[src/rtl/cpu_fetch_pkg.sv]
// Shared types and constants for the mox125 instruction-fetch sequencer.
// State encoding and fetch-address step size.
package cpu_fetch_pkg;

    typedef enum logic [2:0] {
        REDIRECT = 3'd0,
        ISSUE    = 3'd1,
        WAITACK  = 3'd2,
        PUSH     = 3'd3,
        DRAIN    = 3'd4
    } state_t;

    localparam logic [31:0] WORD_INC = 32'd4;

endpackage

[src/rtl/cpu_fetch_ctrl_if.sv]
// Instruction-bus and instruction-FIFO bundle of the fetch sequencer.
// master = cpu_fetch_ctrl, slave = bus/FIFO side.
interface cpu_fetch_ctrl_if;

    logic [31:0] wb_adr_o;
    logic        wb_cyc_o;
    logic        wb_stb_o;
    logic [31:0] wb_dat_i;
    logic        wb_ack_i;
    logic        ififo_full_i;
    logic        ififo_rst_o;
    logic        ififo_we_o;
    logic [31:0] ififo_data_o;
    logic        ififo_newpc_o;
    logic [31:0] ififo_pc_o;

    modport master (
        output wb_adr_o, wb_cyc_o, wb_stb_o,
        output ififo_rst_o, ififo_we_o, ififo_data_o,
        output ififo_newpc_o, ififo_pc_o,
        input  wb_dat_i, wb_ack_i, ififo_full_i
    );

    modport slave (
        input  wb_adr_o, wb_cyc_o, wb_stb_o,
        input  ififo_rst_o, ififo_we_o, ififo_data_o,
        input  ififo_newpc_o, ififo_pc_o,
        output wb_dat_i, wb_ack_i, ififo_full_i
    );

endinterface

[src/rtl/fetch_realign.sv]
// Halfword realignment for fetches that start at an odd-halfword target.
// Keeps the low half of the previous word and splices it ahead of the next.
module fetch_realign (
    input  logic        clk_i,
    input  logic        rst_i,
    input  logic        align,
    input  logic        load,
    input  logic [31:0] dat,
    output logic [31:0] data
);

    logic [15:0] hold;

    always_ff @(posedge clk_i or negedge rst_i) begin
        if (!rst_i) begin
            hold <= '0;
        end else if (load && align) begin
            hold <= dat[15:0];
        end
    end

    assign data = align ? {hold, dat[31:16]} : dat;

endmodule

[src/rtl/cpu_fetch_ctrl.sv]
// Instruction-fetch sequencer: one outstanding Wishbone read at a time,
// words pushed into cpu_ififo, with boot and branch redirects.
module cpu_fetch_ctrl
    import cpu_fetch_pkg::*;
#(
    parameter logic [31:0] BOOT_ADDRESS = 32'h0000_1000
) (
    input  logic             clk_i,
    input  logic             rst_i,
    input  logic             branch_p_i,
    input  logic [31:0]      branch_target_i,
    input  logic             stall_i,
    cpu_fetch_ctrl_if.master bus
);

    state_t      state;
    logic [31:0] fetch_adr;
    logic [31:1] pend_target;
    logic        pend;
    logic        align;
    logic        first;
    logic [31:0] rdata;
    logic        load;
    logic        can_issue;
    logic        unused_tgt0;

    assign unused_tgt0 = branch_target_i[0];
    assign can_issue   = !bus.ififo_full_i && !stall_i;
    assign load        = (state == WAITACK) && bus.wb_ack_i && !branch_p_i;

    fetch_realign u_realign (
        .clk_i (clk_i),
        .rst_i (rst_i),
        .align (align),
        .load  (load),
        .dat   (bus.wb_dat_i),
        .data  (rdata)
    );

    always_ff @(posedge clk_i or negedge rst_i) begin
        if (!rst_i) begin
            state             <= REDIRECT;
            fetch_adr         <= BOOT_ADDRESS;
            pend_target       <= BOOT_ADDRESS[31:1];
            pend              <= 1'b0;
            align             <= 1'b0;
            first             <= 1'b0;
            bus.wb_adr_o      <= BOOT_ADDRESS;
            bus.wb_cyc_o      <= 1'b0;
            bus.wb_stb_o      <= 1'b0;
            bus.ififo_rst_o   <= 1'b0;
            bus.ififo_we_o    <= 1'b0;
            bus.ififo_data_o  <= '0;
            bus.ififo_newpc_o <= 1'b0;
            bus.ififo_pc_o    <= BOOT_ADDRESS;
        end else begin
            // latest branch wins until the redirect consumes it
            if (branch_p_i) begin
                pend        <= 1'b1;
                pend_target <= branch_target_i[31:1];
            end

            if (bus.ififo_rst_o) begin
                bus.ififo_rst_o   <= 1'b0;
                bus.ififo_newpc_o <= 1'b1;
            end else if (bus.ififo_newpc_o && !stall_i) begin
                bus.ififo_newpc_o <= 1'b0;
            end

            case (state)
                REDIRECT: begin
                    if (!branch_p_i) begin
                        bus.ififo_rst_o   <= 1'b1;
                        bus.ififo_newpc_o <= 1'b0;
                        bus.ififo_pc_o    <= {pend_target, 1'b0};
                        fetch_adr         <= {pend_target[31:2], 2'b00};
                        align             <= pend_target[1];
                        first             <= pend_target[1];
                        pend              <= 1'b0;
                        state             <= ISSUE;
                    end
                end
                ISSUE: begin
                    if (branch_p_i || pend) begin
                        state <= REDIRECT;
                    end else if (can_issue) begin
                        bus.wb_cyc_o <= 1'b1;
                        bus.wb_stb_o <= 1'b1;
                        bus.wb_adr_o <= fetch_adr;
                        state        <= WAITACK;
                    end
                end
                WAITACK: begin
                    if (bus.wb_ack_i) begin
                        bus.wb_cyc_o <= 1'b0;
                        bus.wb_stb_o <= 1'b0;
                        fetch_adr    <= fetch_adr + WORD_INC;
                        if (branch_p_i) begin
                            state <= REDIRECT;
                        end else if (align && first) begin
                            first <= 1'b0;
                            state <= ISSUE;
                        end else begin
                            bus.ififo_we_o   <= 1'b1;
                            bus.ififo_data_o <= rdata;
                            state            <= PUSH;
                        end
                    end else if (branch_p_i) begin
                        state <= DRAIN;
                    end
                end
                PUSH: begin
                    if (branch_p_i) begin
                        bus.ififo_we_o <= 1'b0;
                        state          <= REDIRECT;
                    end else if (!stall_i) begin
                        // write retires this edge; chain straight into the next read
                        bus.ififo_we_o <= 1'b0;
                        if (!bus.ififo_full_i) begin
                            bus.wb_cyc_o <= 1'b1;
                            bus.wb_stb_o <= 1'b1;
                            bus.wb_adr_o <= fetch_adr;
                            state        <= WAITACK;
                        end else begin
                            state <= ISSUE;
                        end
                    end
                end
                DRAIN: begin
                    if (bus.wb_ack_i) begin
                        bus.wb_cyc_o <= 1'b0;
                        bus.wb_stb_o <= 1'b0;
                        state        <= REDIRECT;
                    end
                end
                default: state <= REDIRECT;
            endcase
        end
    end

endmodule

[src/flat_wrapper.sv]
// flat-port wrapper written by rule: the top's interface ports become plain ports
module cpu_fetch_ctrl_flat import cpu_fetch_pkg::*;
#(
    parameter logic [31:0] BOOT_ADDRESS = 32'h0000_1000
)
  (clk_i, rst_i, branch_p_i, branch_target_i, stall_i, bus_wb_adr_o, bus_wb_cyc_o, bus_wb_stb_o, bus_ififo_rst_o, bus_ififo_we_o, bus_ififo_data_o, bus_ififo_newpc_o, bus_ififo_pc_o, bus_wb_dat_i, bus_wb_ack_i, bus_ififo_full_i);
  cpu_fetch_ctrl_if bus_i ();
  input  logic clk_i;
  input  logic rst_i;
  input  logic branch_p_i;
  input  logic [31:0] branch_target_i;
  input  logic stall_i;
  output wire logic [$bits(bus_i.wb_adr_o)-1:0] bus_wb_adr_o;
  output wire logic [$bits(bus_i.wb_cyc_o)-1:0] bus_wb_cyc_o;
  output wire logic [$bits(bus_i.wb_stb_o)-1:0] bus_wb_stb_o;
  output wire logic [$bits(bus_i.ififo_rst_o)-1:0] bus_ififo_rst_o;
  output wire logic [$bits(bus_i.ififo_we_o)-1:0] bus_ififo_we_o;
  output wire logic [$bits(bus_i.ififo_data_o)-1:0] bus_ififo_data_o;
  output wire logic [$bits(bus_i.ififo_newpc_o)-1:0] bus_ififo_newpc_o;
  output wire logic [$bits(bus_i.ififo_pc_o)-1:0] bus_ififo_pc_o;
  input wire logic [$bits(bus_i.wb_dat_i)-1:0] bus_wb_dat_i;
  input wire logic [$bits(bus_i.wb_ack_i)-1:0] bus_wb_ack_i;
  input wire logic [$bits(bus_i.ififo_full_i)-1:0] bus_ififo_full_i;
  assign bus_wb_adr_o = bus_i.wb_adr_o;
  assign bus_wb_cyc_o = bus_i.wb_cyc_o;
  assign bus_wb_stb_o = bus_i.wb_stb_o;
  assign bus_ififo_rst_o = bus_i.ififo_rst_o;
  assign bus_ififo_we_o = bus_i.ififo_we_o;
  assign bus_ififo_data_o = bus_i.ififo_data_o;
  assign bus_ififo_newpc_o = bus_i.ififo_newpc_o;
  assign bus_ififo_pc_o = bus_i.ififo_pc_o;
  assign bus_i.wb_dat_i = bus_wb_dat_i;
  assign bus_i.wb_ack_i = bus_wb_ack_i;
  assign bus_i.ififo_full_i = bus_ififo_full_i;
  cpu_fetch_ctrl #(.BOOT_ADDRESS(BOOT_ADDRESS)) u_core (.clk_i(clk_i), .rst_i(rst_i), .branch_p_i(branch_p_i), .branch_target_i(branch_target_i), .stall_i(stall_i), .bus(bus_i));
endmodule
[config.mk]
export PLATFORM = sky130hd
export DESIGN_NAME = cpu_fetch_ctrl_flat
export DESIGN_NICKNAME = d
export VERILOG_FILES = /design/src/rtl/cpu_fetch_pkg.sv /design/src/rtl/cpu_fetch_ctrl_if.sv /design/src/rtl/fetch_realign.sv /design/src/rtl/cpu_fetch_ctrl.sv /design/src/flat_wrapper.sv
export SDC_FILE = /design/constraint.sdc
export NUM_CORES = 1
export LEC_CHECK = 0
export CORE_MARGIN = 2
export CORE_UTILIZATION = 40
export CTS_CLUSTER_DIAMETER = 80
export DETAILED_ROUTE_END_ITERATION = 12
export PLACE_DENSITY = 0.66
export SYNTH_ARGS = -nofsm -noshare
export SYNTH_HDL_FRONTEND = slang
export SYNTH_SLANG_ARGS = --single-unit
[constraint.sdc]
create_clock -name clk_i -period 2.2 [get_ports clk_i]
set_input_delay 0.22 -clock clk_i [delete_from_list [all_inputs] [get_ports clk_i]]
set_output_delay 0.22 -clock clk_i [all_outputs]
set_load 0.02 [all_outputs]
## Yosys cells after proc, flatten, opt, wreduce, memory -nomap -nowiden

Cells that the tools add are included.

- Equality and inequality tests: 19
- Bitwise operators: 2
- Muxes and demuxes: 49
- Reduce and logical (&&, ||, !) cells: 24
- Add/subtract/negate cells: 1

Operator list:

| cell | number |
|---|---|
| $mux W32 | 8 |
| $pmux W32 S2 | 2 |
| $add A32 B3 Y32 const B | 1 |
| $mux W3 | 9 |
| $mux W1 | 24 |
| $ne A2 B2 Y1 const B | 10 |
| $pmux W3 S5 | 1 |
| $reduce_and A5 Y1 | 3 |
| $reduce_and A7 Y1 | 1 |
| $eq A3 B2 Y1 const B | 2 |
| $logic_and A1 B1 Y1 | 6 |
| $ne A3 B3 Y1 const B | 2 |
| $reduce_and A6 Y1 | 1 |
| $reduce_bool A2 Y1 | 3 |
| $mux W2 | 2 |
| $ne A2 B1 Y1 const B | 2 |
| $pmux W1 S2 | 2 |
| $reduce_and A4 Y1 | 1 |
| $eq A3 B1 Y1 const B | 1 |
| $eq A3 B3 Y1 const B | 1 |
| $logic_not A1 Y1 | 3 |
| $logic_not A3 Y1 | 1 |
| $ne A3 B1 Y1 const B | 1 |
| $pmux W1 S3 | 1 |
| other kinds (6) | 7 |

- Output and inout bits: 101
- Logic and storage cells: 109
- Register bits after elaboration: 184

## Longest topological paths before layout

- Depth after elaboration: 6
- Depth in mapped cells: 9

## By module

Synthesis repeated with hierarchy kept, for this count alone.

- Cells, all modules: 696
- Area, all modules: 8086.5 sq um

Modules (own cells, without submodules):

| module | sequential area each (sq um) | times used | cells each | area each (sq um) |
|---|---|---|---|---|
| cpu_fetch_ctrl | 4083.9 | 1 | 626 | 7055.5 |
| fetch_realign | 400.4 | 1 | 70 | 1031.0 |

## Least setup slack after synthesis

No wires, ideal clock.

- Kind: reg2reg
- Start point: register u_core.state[0]
- End point: register u_core.fetch_adr[28]
- Setup slack: 0.223 ns
- Period minus slack after synthesis: 1.977 ns
- Stages on the path, launching flop included: 9
- Arrival time: 1.844 ns
- Path buffers: 3
- Setup time: 0.134 ns
- Path through: dfrtp_1 -> buf_2 -> or3b_2 -> clkbuf_1 -> nand2_1 -> inv_2 -> buf_2 -> a221oi_1 -> mux2i_1

- Word-level cells in the longest chain between the ends: 3
- Elaborated cells on any way between the ends: 7

RTL lines:

| what | line | source |
|---|---|---|
| start, declared | cpu_fetch_ctrl.sv:16 | `state_t state;` |
| start signal, assigned | cpu_fetch_ctrl.sv:42 | `state <= REDIRECT;` |
| start signal, assigned | cpu_fetch_ctrl.sv:80 | `state <= ISSUE;` |
| start signal, assigned | cpu_fetch_ctrl.sv:85 | `state <= REDIRECT;` |
| $eq A3 B2 Y1 or $logic_not A3 Y1 (tied branches) | cpu_fetch_ctrl.sv:70 | `case (state)` |
| $ne A2 B2 Y1 (no source line) or $reduce_bool A2 Y1 (tied branches) | n/a |  |
| $reduce_and A3 Y1 (no source line) | n/a |  |
| end signal, assigned | cpu_fetch_ctrl.sv:76 | `fetch_adr <= {pend_target[31:2], 2'b00};` |
| end signal, assigned | cpu_fetch_ctrl.sv:97 | `fetch_adr <= fetch_adr + WORD_INC;` |
| end, declared | cpu_fetch_ctrl.sv:17 | `logic [31:0] fetch_adr;` |

Several ways; a longest one is shown, not always the timed one.
A chain may end at the register's enable or synchronous reset.

## Worst setup path in the final report

- Start point: register u_core.fetch_adr[12]
- End point: register u_core.fetch_adr[23]

- Word-level cells in the longest chain between the ends: 3

RTL lines:

| what | line | source |
|---|---|---|
| $add A32 B3 Y32 | cpu_fetch_ctrl.sv:97 |  |
| $mux W32 | cpu_fetch_ctrl.sv:94 | `if (bus.wb_ack_i) begin` |
| $pmux W32 S2 | cpu_fetch_ctrl.sv:70 |  |

Every way passes these cells. The select of a mux whose other input is x is not followed.

==> results.md <==
- Wire per inst: ~16 µm
- Die span in x: 144 µm
- Detailed-route via count: around 5900
- Worst-Skew Late Latency: about 0.44 ns
- GR peak layer: met2
- Core Region: a little under 20000 µm²
- Met1 Use GR: 0.265
- Residual DRC: 0
- Layout cells sized above 1: 0.177
- Setup Skew: between 0.015 and 0.02 ns
- First-pass GRT wire length: 30800 µm
- Diode count: 0
- Drt pass-1 iters: 5
- Cell taking the most area after synthesis: dfrtp_1
- P_leak: 0.00465 µW
- Drt initial violations: approximately 380
- Multiplexer fraction of the synthesized cell area: 0.154
- Row count: between 50 and 60
- Final ANT Viol Nets: 0
- CP startpoint kind: flip-flop
- Seq/Total Area, Yosys: 0.574
- GP Congestion: 0.818
- Top cells by area, synth: dfrtp_1 (56%), mux2_2 (11%), nand2_1 (7.6%)
- Worst-Margin Slew: between 0.6 and 0.7 ns
- Share of the synthesized area in the top cell type: 0.561
- Peak VDD IR: approximately 0.65 mV
- Simple-gate share of the synthesized area: 0.140
- Vias in the first global route: 5769
- Crit end category: flip-flop
- Status: finished clean
- YS warnings: 0
- IO Port Bufs: between 150 and 200
- Clk sinks: ~180
- CTS tree: done
- Final setup viols: 0
- Cell variety after synth: between 50 and 60
- P&R area growth vs syn: 34.3%
- Finished layout cell area: 10500 µm²
- Xor and xnor area share after synthesis: 0
- Total Neg Setup Slack: 0 ns
- Largest family of logic cells by synthesized area: multiplexers
- Crit-path max FO: 4
- NumNets Final: 972
- WS Path Type: reg -> reg
- Post-layout min period: about 2.0 ns
- Clock Tree Root: clkbuf_16
- Mapped Cells: approximately 730
- Reg2reg path depth: 5
- Number of top-level pins: between 150 and 200
- Starting Density: 0.404
- Slew headroom: 0.597
- Clock buffer count from CTS: 17
- Cell Pwr Density: approximately 1300 nW/µm²
- GRT overflow: 0
- RSZ-0062 raised after global routing: false
- Worst hold path type: in -> reg
- Synth Flop Type: dfrtp_1
- Post-Route WL: approximately 19000 µm
- Final critical-path share of the clock period: 0.925
- Crit path required time: 2.56 ns
- Post-synthesis compound-gate area fraction: 0.0932
- # H-tree levels: 4
- Maxcap violations: 0
- Fmax: approximately 0.49 GHz
- GR Util met3: 0.0487
- Seq cells post-synth: 179
- Dpl hpwl: approximately 13000 µm
- Most frequent cell after synthesis: dfrtp_1
- Hold bufs inserted after CTS: 1
- Layout Utilization: 0.543
- Adder-cell area share of the yosys netlist: 0.00160
- Hold path depth: 4
- # fillers: 1726
- Global-route total usage across every layer: 0.195
- Mapped Area: 7810 µm²
- EDFF count, synth: 0
- Post-CTS sizing: 0
- Clk pin slew, worst setup/hold paths: around 0.07 ns
- Die area: a little over 20000 µm²
- Initial antenna violation count: 0
- Placed Area: 9940 µm²
- Postcts setup bufs: 0
- Die Ht: approximately 140 µm
- Post-synth top cells: dfrtp_1 (175), nand2_1 (158), mux2_2 (75), o21ai_0 (57), mux2i_1 (36)
- Crit path DAT: approximately 2.4 ns
- Largest net degree at the start of global routing: 66
- Vias/cell: roughly 5.0
- Grt met2 use: 0.312
- Final hold vios: 0
- Fin. max-slew vios: 0
- FFs w/ async S/R, synth: 1.00
- Clock Path Buffers: 2
- Post-Synthesis Mean Instance Area: around 11 µm²
## where the power goes
part	switching, µW	total [µW]	internal [µW]
Clock	1340	2820	1490
Combinational	2810	5530	2720
Sequential	945	5540	4590
Total	5090	13900	8800
## layout make-up
cell class	instances	area, µm²	share of cell area
Timing Repair Buffer	205	2030	0.193
Clock inverter	14	108	0.0103
Clock buffer	18	439	0.0419
Tap cell	265	332	0.0316
Inverter	8	30.0	0.00286
Sequential cell	179	4490	0.427
Multi-Input combinational cell	490	3070	0.293
## path summary, 6_finish.rpt
check | from | to | slack (ns)
max | u_core.fetch_adr[12] | u_core.fetch_adr[23] | 0.17
min | branch_p_i | u_core.state[0] | 0.12
max reg2reg | u_core.fetch_adr[12] | u_core.fetch_adr[23] | 0.17
min reg2reg | u_core.bus.ififo_pc_o[12] | u_core.bus.ififo_pc_o[12] | 0.46
max in group asynchronous | rst_i | u_core.fetch_adr[12] | 1.09
min in group asynchronous | rst_i | u_core.bus.ififo_pc_o[14] | 0.33
## cell families (layout without fill, tap and decap cells)
group                      Yosys count  after routing
DFF                                179            179
and+or+nand+nor                    249            249
adders and majority gates            1              1
AOI/OAI and AO/OA                  126            126
buffers and inverters               59            245
muxes                              111            111
other                                1              3
## flip-flops by register name (all words and copies together) (netlist names)
register	count
u_core.bus.ififo_pc_o	31
u_core.fetch_adr	30
u_core.pend	1
u_core.bus.ififo_rst_o	1
u_core.state	3
u_core.bus.ififo_data_o	32
u_core.first	1
u_core.pend_target	31
u_core.u_realign.hold	16
u_core.bus.wb_cyc_o	1
u_core.bus.ififo_we_o	1
u_core.bus.ififo_newpc_o	1
u_core.bus.wb_adr_o	30
## layout by cell type, fill, tap and decap left out, types with 4 or more instances in the layout
cell	instances
dfstp_2	4
nand2_1	157
buf_4	32
nand3_1	16
o22ai_1	5
nor3_1	6
or4_1	6
clkdlybuf4s50_1	164
nand4_1	11
a21oi_1	33
or3_1	4
a31oi_1	5
nor2b_1	5
o211ai_1	6
dfrtp_1	174
nor2_1	27
inv_1	7
clkinv_4	5
o21ai_0	57
clkbuf_16	17
mux2_2	75
mux2i_1	36
buf_12	6
## layer usage
layer  up-vias  share of wire
li1       2887              -
met1      2885           0.45
met2       154           0.48
met3        14          0.057
met4         0          0.011
met5         -              0
## stage by stage
step,power (µW),hold WS [ns],std cells,setup WS [ns]
4_1_cts,14000,0.115,1179,0.169
5_1_grt,14800,0.142,1179,0.0403
6_report,13900,0.124,1179,0.165
2_1_floorplan,8470,-0.0756,728,0.223
3_5_place_dp,11200,0.253,1146,0.127
3_3_place_gp,11100,0.244,1146,0.141
## worst max-delay path, cell delays in order (launching register included)
cell	delay (ns)
dfstp_2	0.56
nand4_2	0.11
or4_1	0.59
or4_1	0.42
a21oi_1	0.16
o21a_1	0.12
Note: power is estimated with default switching activity, not from simulation.
